File: src/rtl/sfp_link_manager.sv
// rtl/sfp_link_manager.sv - per-port SFP+ bring-up, lock supervision and flap counting
module sfp_link_manager #(
  parameter int N_PORTS      = 2,
  parameter int RESET_CYCLES = 16,
  parameter int LOCK_TIMEOUT = 1000000,
  parameter int DEBOUNCE     = 1024,
  parameter int RETRY_LIMIT  = 3
) (
  input  logic                  clk_156mhz,
  input  logic                  rst_156mhz_n,
  input  logic                  qplllock,
  input  logic                  reset_counter_done,
  input  logic [N_PORTS-1:0]    port_enable,
  input  logic [N_PORTS-1:0]    clear_fail,
  input  logic [N_PORTS-1:0]    sfp_absent,
  input  logic [N_PORTS-1:0]    sfp_tx_fault,
  input  logic [N_PORTS-1:0]    rx_block_lock,
  output logic [N_PORTS-1:0]    sfp_tx_disable,
  output logic [N_PORTS-1:0]    pcs_reset,
  output logic [N_PORTS-1:0]    link_up,
  output logic [N_PORTS-1:0]    port_failed,
  output logic                  all_up,
  output logic [16*N_PORTS-1:0] flap_count
);

  localparam int RW = $clog2(RESET_CYCLES);
  localparam int TW = $clog2(LOCK_TIMEOUT);
  localparam int DW = $clog2(DEBOUNCE);
  localparam logic [RW-1:0] RST_LOAD = RW'(RESET_CYCLES - 1);
  localparam logic [TW-1:0] TMO_LAST = TW'(LOCK_TIMEOUT - 1);
  localparam logic [DW-1:0] DEB_LAST = DW'(DEBOUNCE - 1);
  localparam logic [3:0]    RETRY_MAX = 4'(RETRY_LIMIT);

  typedef enum logic [2:0] {
    ST_DOWN,
    ST_RESET,
    ST_WAIT_LOCK,
    ST_UP,
    ST_FAILED
  } state_t;

  logic [N_PORTS-1:0] absent_m, absent_s, fault_m, fault_s;
  logic [N_PORTS-1:0] ok;

  // two-flop synchronizers for the module pins; reset to "absent, faulted"
  always_ff @(posedge clk_156mhz or negedge rst_156mhz_n) begin
    if (!rst_156mhz_n) begin
      absent_m <= '1;
      absent_s <= '1;
      fault_m  <= '1;
      fault_s  <= '1;
    end else begin
      absent_m <= sfp_absent;
      absent_s <= absent_m;
      fault_m  <= sfp_tx_fault;
      fault_s  <= fault_m;
    end
  end

  assign ok = {N_PORTS{qplllock & reset_counter_done}} & port_enable & ~absent_s & ~fault_s;

  for (genvar g = 0; g < N_PORTS; g++) begin : g_port
    state_t        state_q, state_d;
    logic [RW-1:0] rst_tmr_q, rst_tmr_d;
    logic [TW-1:0] tmo_q, tmo_d;
    logic [DW-1:0] run_q, run_d;  // consecutive lock edges in WAIT_LOCK, loss edges in UP
    logic [3:0]    retry_q, retry_d;
    logic [15:0]   flap_q, flap_d;
    logic          txd_q, pcs_q, up_q, fail_q;

    // next state and counter updates; loss of ok overrides everything but FAILED
    always_comb begin
      state_d   = state_q;
      rst_tmr_d = rst_tmr_q;
      tmo_d     = tmo_q;
      run_d     = run_q;
      retry_d   = retry_q;
      flap_d    = flap_q;
      case (state_q)
        ST_DOWN: begin
          state_d   = ST_RESET;
          rst_tmr_d = RST_LOAD;
        end
        ST_RESET: begin
          if (rst_tmr_q == '0) begin
            state_d = ST_WAIT_LOCK;
            tmo_d   = '0;
            run_d   = '0;
          end else begin
            rst_tmr_d = rst_tmr_q - 1'b1;
          end
        end
        ST_WAIT_LOCK: begin
          tmo_d = tmo_q + 1'b1;
          run_d = rx_block_lock[g] ? run_q + 1'b1 : '0;
          if (rx_block_lock[g] && run_q == DEB_LAST) begin
            state_d = ST_UP;
            run_d   = '0;
            retry_d = '0;
          end else if (tmo_q == TMO_LAST) begin
            if (retry_q == RETRY_MAX) begin
              state_d = ST_FAILED;
            end else begin
              state_d   = ST_RESET;
              retry_d   = retry_q + 1'b1;
              rst_tmr_d = RST_LOAD;
            end
          end
        end
        ST_UP: begin
          if (rx_block_lock[g]) begin
            run_d = '0;
          end else if (run_q == DEB_LAST) begin
            state_d = ST_WAIT_LOCK;
            tmo_d   = '0;
            run_d   = '0;
          end else begin
            run_d = run_q + 1'b1;
          end
        end
        ST_FAILED: begin
          if (clear_fail[g] || absent_s[g]) begin
            state_d = ST_DOWN;
            retry_d = '0;
          end
        end
        default: state_d = ST_DOWN;
      endcase
      if (state_q != ST_FAILED && !ok[g]) begin
        state_d = ST_DOWN;
        retry_d = retry_q;
      end
      if (state_q == ST_UP && state_d != ST_UP && flap_q != 16'hFFFF) begin
        flap_d = flap_q + 16'd1;
      end
    end

    // state, counters and outputs registered together, outputs decoded from the next state
    always_ff @(posedge clk_156mhz or negedge rst_156mhz_n) begin
      if (!rst_156mhz_n) begin
        state_q   <= ST_DOWN;
        rst_tmr_q <= '0;
        tmo_q     <= '0;
        run_q     <= '0;
        retry_q   <= '0;
        flap_q    <= '0;
        txd_q     <= 1'b1;
        pcs_q     <= 1'b1;
        up_q      <= 1'b0;
        fail_q    <= 1'b0;
      end else begin
        state_q   <= state_d;
        rst_tmr_q <= rst_tmr_d;
        tmo_q     <= tmo_d;
        run_q     <= run_d;
        retry_q   <= retry_d;
        flap_q    <= flap_d;
        txd_q     <= (state_d == ST_DOWN) || (state_d == ST_FAILED);
        pcs_q     <= (state_d != ST_WAIT_LOCK) && (state_d != ST_UP);
        up_q      <= (state_d == ST_UP);
        fail_q    <= (state_d == ST_FAILED);
      end
    end

    assign sfp_tx_disable[g]       = txd_q;
    assign pcs_reset[g]            = pcs_q;
    assign link_up[g]              = up_q;
    assign port_failed[g]          = fail_q;
    assign flap_count[16*g +: 16]  = flap_q;
  end

  // aggregate link status, one cycle behind link_up
  always_ff @(posedge clk_156mhz or negedge rst_156mhz_n) begin
    if (!rst_156mhz_n) begin
      all_up <= 1'b0;
    end else begin
      all_up <= &link_up;
    end
  end

endmodule

File: config.mk
export PLATFORM = sky130hd
export DESIGN_NAME = sfp_link_manager
export DESIGN_NICKNAME = d
export VERILOG_FILES = /design/src/rtl/sfp_link_manager.sv
export SDC_FILE = /design/constraint.sdc
export NUM_CORES = 1
export LEC_CHECK = 0
export ABC_AREA = 1
export CORE_MARGIN = 2
export CORE_UTILIZATION = 45
export CTS_CLUSTER_DIAMETER = 60
export DETAILED_ROUTE_END_ITERATION = 8
export HOLD_SLACK_MARGIN = 0.12
export PLACE_DENSITY = 0.61
export SETUP_SLACK_MARGIN = 0.2
export SLEW_MARGIN = 20
export SYNTH_ARGS = -nofsm -noshare
export SYNTH_HDL_FRONTEND = slang
export SYNTH_SLANG_ARGS = --single-unit
File: constraint.sdc
create_clock -name clk_156mhz -period 4.6 [get_ports clk_156mhz]
set_input_delay 0.69 -clock clk_156mhz [delete_from_list [all_inputs] [get_ports clk_156mhz]]
set_output_delay 0.69 -clock clk_156mhz [all_outputs]
set_load 0.05 [all_outputs]
==> metrics.txt, run 1 <==
# TYPE chip_impl_metric gauge
chip_impl_info{name="criticalPathCategory",value="reg2reg"} 1
chip_impl_metric{name="antenna_violating_nets_post_route",unit=""} 0
chip_impl_metric{name="sequentialPowerShare",unit=""} 0.445
chip_impl_info{name="commonest_non_fill_non_tap_cells_in_the_layout",value="nand2_1 (233), dfrtp_1 (119), inv_1 (118)"} 1
chip_impl_metric{name="maxCapViolCount",unit=""} 0
chip_impl_metric{name="number_of_nets_in_the_synthesized_netlist",unit=""} 992
chip_impl_metric{name="dp.final_hpwl",unit="mm"} 12.1
chip_impl_metric{name="core.rowCount",unit=""} 47
chip_impl_metric{name="drtIter0Drc",unit=""} 362
chip_impl_metric{name="top_level_ports",unit=""} 55
chip_impl_metric{name="post-route-worst-setup-slack",unit="ns"} 1.93
chip_impl_info{name="synth_ff_type",value="dfrtp_1"} 1
chip_impl_info{name="worst_setup_path_end_kind",value="flop"} 1
chip_impl_metric{name="gp_congestion",unit=""} 0.872
chip_impl_info{name="r2r_start",value="g_port[1].state_q[2]"} 1
chip_impl_metric{name="switching_share",unit=""} 0.246
chip_impl_metric{name="cts.path.max_buffers",unit=""} 2
chip_impl_metric{name="cp.buffers_inverters",unit=""} 2
chip_impl_metric{name="viasPerCell",unit=""} 5.18
chip_impl_metric{name="die_y",unit="µm"} 133
chip_impl_metric{name="cts_buffers",unit=""} 17
chip_impl_metric{name="average_wire_per_cell_in_the_routed_design",unit="µm"} 13.5
chip_impl_metric{name="timing.final.crit_period",unit="ns"} 2.67
chip_impl_metric{name="timing.critical_path.required",unit="ns"} 4.96
chip_impl_metric{name="layout-drive-gt1-share",unit=""} 0.0715
chip_impl_metric{name="drc_errors",unit=""} 0
chip_impl_metric{name="yosys-mux-area-fraction",unit=""} 0
chip_impl_info{name="layout.cells.most_common",value="nand2_1"} 1
chip_impl_info{name="grt_busiest_layer",value="met2"} 1
chip_impl_metric{name="cts_sinks",unit=""} 131
chip_impl_metric{name="finalCritPeriodShare",unit=""} 0.580
chip_impl_metric{name="start_util",unit=""} 0.454
chip_impl_metric{name="globalRouteTotalUtil",unit=""} 0.199
chip_impl_info{name="worstPathCellList",value="inv_2 -> nand2_1 -> nor2_1 -> inv_1 -> nor2_1 -> nor2_1 -> nand3_1 -> nand2_4 -> nand3_4 -> nand2_1 -> nand2_1"} 1
chip_impl_metric{name="yosysSeqAreaShare",unit=""} 0.442
chip_impl_metric{name="deepest_level_of_the_cts_h_tree",unit=""} 4
chip_impl_metric{name="timing.max_slew.rel_slack",unit=""} 0.389
chip_impl_metric{name="tightestPinTransition",unit="ns"} 0.913
chip_impl_metric{name="yosysWarningCount",unit=""} 0
chip_impl_metric{name="setup_viol_count_final",unit=""} 0
chip_impl_metric{name="global_route_wire_length_before_repair",unit="mm"} 28.8
chip_impl_metric{name="layout.cells.non_filler",unit=""} 1255
chip_impl_info{name="outcome",value="finished, final reports clean"} 1
chip_impl_metric{name="finalClockSkew",unit="ns"} 0.0127
chip_impl_metric{name="syn_area_per_cell",unit="µm²"} 7.70
chip_impl_metric{name="routed-via-count",unit=""} 6506
chip_impl_metric{name="p_int",unit="mW"} 2.18
chip_impl_info{name="critical_path.startpoint_type",value="flop"} 1
chip_impl_metric{name="globalRouteMet2Util",unit=""} 0.299
chip_impl_metric{name="core_region_area",unit="mm²"} 0.0164
chip_impl_metric{name="synthToLayoutAreaGrowth",unit="%"} 17.6
chip_impl_metric{name="number_of_gates_resized_after_cts",unit=""} 0
chip_impl_metric{name="clk_transition_reported_paths",unit="ns"} 0.06
chip_impl_info{name="critical-path-top-delay-family",value="simple AND/OR/NAND/NOR gates"} 1
chip_impl_metric{name="synth_xor_xnor_area_share",unit=""} 0.0623
chip_impl_metric{name="fp.dieArea",unit="mm²"} 0.0176
chip_impl_metric{name="peakVddDrop",unit="mV"} 0.266
chip_impl_metric{name="synth-edff-count",unit=""} 0
chip_impl_info{name="clock_tree.root_cell",value="clkbuf_16"} 1
chip_impl_metric{name="timing_max_transition_violations_final",unit=""} 0
chip_impl_metric{name="largest_net_degree_at_the_start_of_global_routing",unit=""} 59
chip_impl_metric{name="synth-async-reset-ratio",unit=""} 1.00
chip_impl_metric{name="pwr-share-clk",unit=""} 0.483
chip_impl_metric{name="p_per_area",unit="mW/mm²"} 330
chip_impl_info{name="largest_family_of_logic_cells_by_synthesized_area",value="simple AND/OR/NAND/NOR gates"} 1
chip_impl_metric{name="numPlacedInstances",unit=""} 1223
chip_impl_info{name="rsz_0062_raised_after_global_routing",value="no"} 1
chip_impl_metric{name="first_pass_iters",unit=""} 7
chip_impl_metric{name="use_met1",unit=""} 0.286
chip_impl_metric{name="syn-cell-area",unit="mm²"} 0.00746
chip_impl_metric{name="i_o_buffers",unit=""} 54
chip_impl_metric{name="num_antenna_cells",unit=""} 0
chip_impl_metric{name="dpl_worst_slack",unit="ns"} 1.96
chip_impl_metric{name="postSynthRegisterBits",unit=""} 131
chip_impl_metric{name="finish.net_count",unit=""} 1046
chip_impl_metric{name="grt_pass1_vias",unit=""} 6096
chip_impl_metric{name="crit_arrival",unit="ns"} 3.03
chip_impl_metric{name="path_max_fanout",unit=""} 19
chip_impl_metric{name="combPwrFrac",unit=""} 0.072
chip_impl_metric{name="ys_types",unit=""} 45
chip_impl_metric{name="clkLatencyLatePin",unit="ns"} 0.42
chip_impl_metric{name="die_w",unit="µm"} 133
chip_impl_metric{name="finalHoldViolations",unit=""} 0
chip_impl_metric{name="post_synth_fa_ha_maj_area_fraction",unit=""} 0.0168
chip_impl_metric{name="synthSimpleGateAreaFrac",unit=""} 0.316
chip_impl_info{name="cts_tree",value="yes"} 1
chip_impl_metric{name="number_of_antenna_violations_at_the_first_check_in_global_routing",unit=""} 0
chip_impl_metric{name="grt_overflow",unit=""} 0
chip_impl_metric{name="cellLeakagePower",unit="nW"} 4.03
chip_impl_info{name="crit_slowest_cell",value="nor2_1"} 1
chip_impl_metric{name="totalNegativeSetupSlack",unit="ns"} 0
chip_impl_metric{name="slowest_delay",unit="ns"} 0.61
chip_impl_metric{name="switching_power",unit="µW"} 710
chip_impl_metric{name="wirelength",unit="mm"} 16.9
chip_impl_info{name="min-delay-path-class",value="in2async"} 1
chip_impl_metric{name="post-cts-setup-buffers",unit=""} 0
chip_impl_metric{name="synth_compound_area_frac",unit=""} 0.0829
chip_impl_metric{name="grt_util_met3",unit=""} 0.0414
chip_impl_metric{name="count_of_mapped_cells_out_of_synthesis",unit=""} 968
chip_impl_info{name="critical_path.startpoint",value="g_port[1].state_q[2]"} 1
chip_impl_metric{name="hold_buffers",unit=""} 0
chip_impl_metric{name="max_clock_freq",unit="MHz"} 375
[stage by stage]
| stage | power, mW | util | instance area (µm²) | hold WS [ns] |
|---|---|---|---|---|
| after floorplan | 1.43 | - | 7460 | 0.345 |
| after global placement | 1.51 | 0.497 | 8150 | 0.346 |
| after detailed placement | 1.51 | 0.497 | 8150 | 0.347 |
| after CTS | 2.92 | 0.534 | 8760 | 0.255 |
| after global routing | 3.01 | 0.534 | 8760 | 0.273 |
| final | 2.89 | 0.534 | 8760 | 0.231 |
[routing by layer]
metal	routed length, µm	share of wire
met3	696	0.041
met5	0	0
met4	351	0.021
met1	8360	0.49
met2	7540	0.44
[power by group through the flow]
stage	Sequential (mW)	Combinational, mW	Clock, mW
final	1.29	0.208	1.40
after global routing	1.30	0.242	1.48
after CTS	1.28	0.211	1.42
after detailed placement	1.30	0.210	0
after global placement	1.30	0.206	0
after floorplan	1.29	0.141	0
[cells by family after synthesis]
logic type	count (synthesis)
simple gates	526
buf+inv	144
flops	131
compound gates	104
xor+xnor	53
fa+ha+maj	10
[path summary, 6_finish.rpt]
path	to	slack, ns	cells past startpoint
worst max-delay path	g_port[1].flap_q[7]	1.93	11
worst min-delay path	g_port[0].tmo_q[15]	0.23	1
worst max register to register	g_port[1].flap_q[7]	1.93	11
worst min register to register	fault_s[1]	0.35	0
max in group asynchronous	fault_s[0]	3.43	2
min in group clk_156mhz	fault_s[1]	0.35	0
[worst reg2reg max path, cell delays in order (launching register included)]
cell,delay (ns)
dfrtp_1,0.42
inv_2,0.07
nand2_1,0.07
nor2_1,0.61
inv_1,0.41
nor2_1,0.27
nor2_1,0.06
nand3_1,0.16
nand2_4,0.18
nand3_4,0.20
nand2_1,0.10
nand2_1,0.06
[registers in the layout (all words and copies together) (netlist names), 6 cells and up]
register,cells
g_port.flap_q,32
g_port.run_q,20
g_port.tmo_q,40
g_port.retry_q,8
g_port.state_q,6
g_port.rst_tmr_q,8
[layout make-up]
| type | count | area (µm²) |
|---|---|---|
| Tap cell | 220 | 275 |
| Sequential cell | 131 | 3290 |
| Inverter | 123 | 462 |
| Timing Repair Buffer | 56 | 557 |
| Clock buffer | 21 | 460 |
| Clock inverter | 11 | 153 |
| Fill cell | 1527 | 7640 |
| Multi-Input combinational cell | 693 | 3560 |
[cells in the mapped netlist, types with 2 or more instances]
master,count,area [µm²]
nor2_4,2,22.5
buf_6,2,22.5
buf_4,10,75.1
nand3_1,89,445
nor2_1,98,368
o32ai_1,2,17.5
a211oi_1,3,22.5
buf_2,4,20.0
nor4_1,8,50.1
or2_2,4,25.0
a22oi_1,2,15.0
nand2_4,3,33.8
xnor2_1,15,131
a21oi_1,20,100
o21ai_0,46,230
o22ai_1,19,119
dfstp_2,12,315
dfrtp_1,119,2980
inv_2,5,18.8
xor2_1,38,333
a32o_1,3,30.0
nand4_1,33,206
nor3_1,41,205
nand2_1,233,875
clkbuf_1,5,18.8
inv_1,118,443
nand2_2,3,18.8
nor2_2,5,31.3
ha_1,10,125
(Power assumes the default switching activity.)
==> run 2: changes to the inputs <==
- clock period: 4.6 -> 2.6 ns (I/O delays scaled with it)
==> run 2 against run 1 <==
  * Via count is essentially flat
  * Utilization is 1.1 points higher
  * Cell count grew 1.7%
  * Cell area increased by 2.0%
  * Worst setup slack got worse by 1.5 ns
  * Critical path depth down 10
  * Sequential power is 76% higher
  * Highest routed layer unchanged
  * Routed wire length up 1.3%
  * Combinational power rose by 78%
  * Critical endpoint is now flap_count[7]
  * Die area stayed put
==> metrics.txt, run 2 (synthesized netlist as in run 1, its figures left out) <==
# TYPE chip_impl_metric gauge
chip_impl_info{name="outcome",value="finished, final reports clean"} 1
chip_impl_metric{name="clkLatencyLatePin",unit="ns"} 0.42
chip_impl_metric{name="finalCritPeriodShare",unit=""} 0.834
chip_impl_metric{name="finalClockSkew",unit="ns"} 0.0116
chip_impl_metric{name="peakVddDrop",unit="mV"} 0.494
chip_impl_metric{name="antenna_violating_nets_post_route",unit=""} 0
chip_impl_info{name="rsz_0062_raised_after_global_routing",value="yes"} 1
chip_impl_metric{name="grt_overflow",unit=""} 0
chip_impl_metric{name="average_wire_per_cell_in_the_routed_design",unit="µm"} 13.5
chip_impl_info{name="layout.cells.most_common",value="nand2_1"} 1
chip_impl_metric{name="timing.max_slew.rel_slack",unit=""} 0.658
chip_impl_metric{name="maxCapViolCount",unit=""} 0
chip_impl_info{name="critical_path.startpoint",value="g_port[0].flap_q[7]"} 1
chip_impl_metric{name="globalRouteTotalUtil",unit=""} 0.207
chip_impl_metric{name="top_level_ports",unit=""} 55
chip_impl_metric{name="grt_pass1_vias",unit=""} 6232
chip_impl_info{name="critical_path.startpoint_type",value="flop"} 1
chip_impl_info{name="r2r_start",value="g_port[1].run_q[0]"} 1
chip_impl_info{name="commonest_non_fill_non_tap_cells_in_the_layout",value="nand2_1 (233), dfrtp_1 (119), inv_1 (117)"} 1
chip_impl_metric{name="drc_errors",unit=""} 0
chip_impl_info{name="min-delay-path-class",value="reg2reg"} 1
chip_impl_metric{name="routed-via-count",unit=""} 6507
chip_impl_metric{name="wirelength",unit="mm"} 17.2
chip_impl_metric{name="cellLeakagePower",unit="nW"} 4.13
chip_impl_metric{name="die_w",unit="µm"} 133
chip_impl_metric{name="layout-drive-gt1-share",unit=""} 0.0938
chip_impl_metric{name="placed_instance_area",unit="mm²"} 0.00828
chip_impl_info{name="worstPathCellList",value="clkdlybuf4s50_1"} 1
chip_impl_metric{name="r2r_setup_slk",unit="ns"} 0.45
chip_impl_metric{name="fp.dieArea",unit="mm²"} 0.0176
chip_impl_metric{name="start_util",unit=""} 0.454
chip_impl_info{name="holdCritStartpoint",value="absent_m[0]"} 1
chip_impl_metric{name="setup_viol_count_final",unit=""} 0
chip_impl_metric{name="timing_max_transition_violations_final",unit=""} 0
chip_impl_metric{name="core_region_area",unit="mm²"} 0.0164
chip_impl_info{name="criticalPathCategory",value="reg2out"} 1
chip_impl_metric{name="crit_arrival",unit="ns"} 1.78
chip_impl_metric{name="cts_buffers",unit=""} 17
chip_impl_metric{name="timing.hold.ws",unit="ns"} 0.356
chip_impl_metric{name="worst-path-stages",unit=""} 1
chip_impl_metric{name="largest_register_ffs",unit=""} 40
chip_impl_info{name="critical-path-top-delay-family",value="buffers and inverters"} 1
chip_impl_info{name="worst_r2r_endpoint",value="g_port[1].tmo_q[7]"} 1
chip_impl_metric{name="dpl_worst_slack",unit="ns"} 0.379
chip_impl_metric{name="finalHoldViolations",unit=""} 0
chip_impl_metric{name="slowest_delay",unit="ns"} 0.86
chip_impl_metric{name="cts.path.max_buffers",unit=""} 2
chip_impl_metric{name="filler_cell_count",unit=""} 1526
chip_impl_metric{name="synthToLayoutAreaGrowth",unit="%"} 19.9
chip_impl_metric{name="post-route-worst-setup-slack",unit="ns"} 0.431
chip_impl_metric{name="path_max_fanout",unit=""} 6
chip_impl_metric{name="i_o_buffers",unit=""} 54
chip_impl_metric{name="cts_sinks",unit=""} 131
chip_impl_info{name="largest_register",value="g_port.tmo_q"} 1
chip_impl_metric{name="die_y",unit="µm"} 133
chip_impl_metric{name="viasPerCell",unit=""} 5.10
chip_impl_info{name="cts_tree",value="yes"} 1
chip_impl_metric{name="clk_transition_reported_paths",unit="ns"} 0.07
chip_impl_metric{name="dp.final_hpwl",unit="mm"} 12.2
chip_impl_info{name="hold-path-endpoint",value="absent_s[0]"} 1
chip_impl_metric{name="postLayoutCellArea",unit="mm²"} 0.00894
chip_impl_metric{name="gp_congestion",unit=""} 0.890
chip_impl_metric{name="timing.final.crit_period",unit="ns"} 2.17
chip_impl_info{name="worst_setup_path_end_kind",value="primary output"} 1
chip_impl_info{name="crit_slowest_cell",value="clkdlybuf4s50_1"} 1
chip_impl_metric{name="finish.net_count",unit=""} 1067
chip_impl_metric{name="cp.buffers_inverters",unit=""} 1
chip_impl_metric{name="worst_reg2reg_path_length_in_cells",unit=""} 11
chip_impl_metric{name="numPlacedInstances",unit=""} 1238
chip_impl_metric{name="largest_net_degree_at_the_start_of_global_routing",unit=""} 54
chip_impl_metric{name="number_of_antenna_violations_at_the_first_check_in_global_routing",unit=""} 0
chip_impl_metric{name="global_route_wire_length_before_repair",unit="mm"} 29.7
chip_impl_metric{name="min_path_cells",unit=""} 0
chip_impl_metric{name="deepest_level_of_the_cts_h_tree",unit=""} 4
chip_impl_info{name="top_regs",value="g_port.tmo_q (40), g_port.flap_q (32), g_port.run_q (20)"} 1
chip_impl_metric{name="first_pass_iters",unit=""} 5
chip_impl_metric{name="totalNegativeSetupSlack",unit="ns"} 0
chip_impl_metric{name="timing.critical_path.required",unit="ns"} 2.21
chip_impl_metric{name="tightestPinTransition",unit="ns"} 0.512
chip_impl_metric{name="drtIter0Drc",unit=""} 414
chip_impl_metric{name="core.rowCount",unit=""} 47
chip_impl_metric{name="p_per_area",unit="mW/mm²"} 571
chip_impl_metric{name="layout.cells.non_filler",unit=""} 1276
chip_impl_metric{name="num_antenna_cells",unit=""} 0
chip_impl_info{name="clock_tree.root_cell",value="clkbuf_16"} 1
chip_impl_metric{name="max_clock_freq",unit="MHz"} 461
-- run 2: changes by cell type in the layout (fill, tap and decap cells not counted), sizes merged --
cell,change
bufinv,-1
buf,+20
inv,+6
clkinv,-2
clkbuf,-3
dlygate4sd3,+1
-- run 2: repair_timing --
action / CTS / global route
setup endpoints to repair: 0 / 19
gates resized for setup: 0 / 3
buffers inserted: 0 / 5
hold buffers: 1 / 0
endpoints found under the hold margin: 50 / 0
-- run 2: cell type report --
cell class                 instances  area, µm²  share of cell area
multi-input combinational        693       3570               0.400
timing repair buffer              77        729              0.0816
clock inverter                    14        165              0.0185
sequential                       131       3290               0.368
tap                              220        275              0.0308
inverter                         123        465              0.0520
clock buffer                      18        439              0.0491
-- run 2: per-stage QoR --
stage	total power, mW	utilization
finish	5.10	0.545
global route	5.35	0.545
CTS	5.17	0.542
detailed placement	2.68	0.504
global placement	2.67	0.504
floorplan	2.53	-
-- run 2: worst max-delay path by stage --
| stage | endpoint | slack (ns) |
|---|---|---|
| after floorplan | g_port[1].flap_q[10] | 0.38 |
| after global placement | g_port[1].flap_q[0] | 0.40 |
| after detailed placement | g_port[0].flap_q[6] | 0.38 |
| after CTS | g_port[0].flap_q[7] | 0.40 |
| after global routing | g_port[1].tmo_q[12] | 0.19 |
| final | flap_count[7] | 0.43 |
-- run 2: power by group --
part	switching, mW	total [mW]	leakage (nW)	internal, mW
clock network	0.993	2.46	0.291	1.47
registers	0.115	2.27	1.65	2.16
logic	0.228	0.371	2.18	0.143
total	1.34	5.10	4.13	3.77
-- run 2: metal layers --
layer	up-vias	track usage	routed length [µm]
met5	-	0	0
met4	0	0.0532	127
met3	13	0.0487	754
met2	155	0.322	7800
met1	3003	0.292	8490
li1	3336	-	-
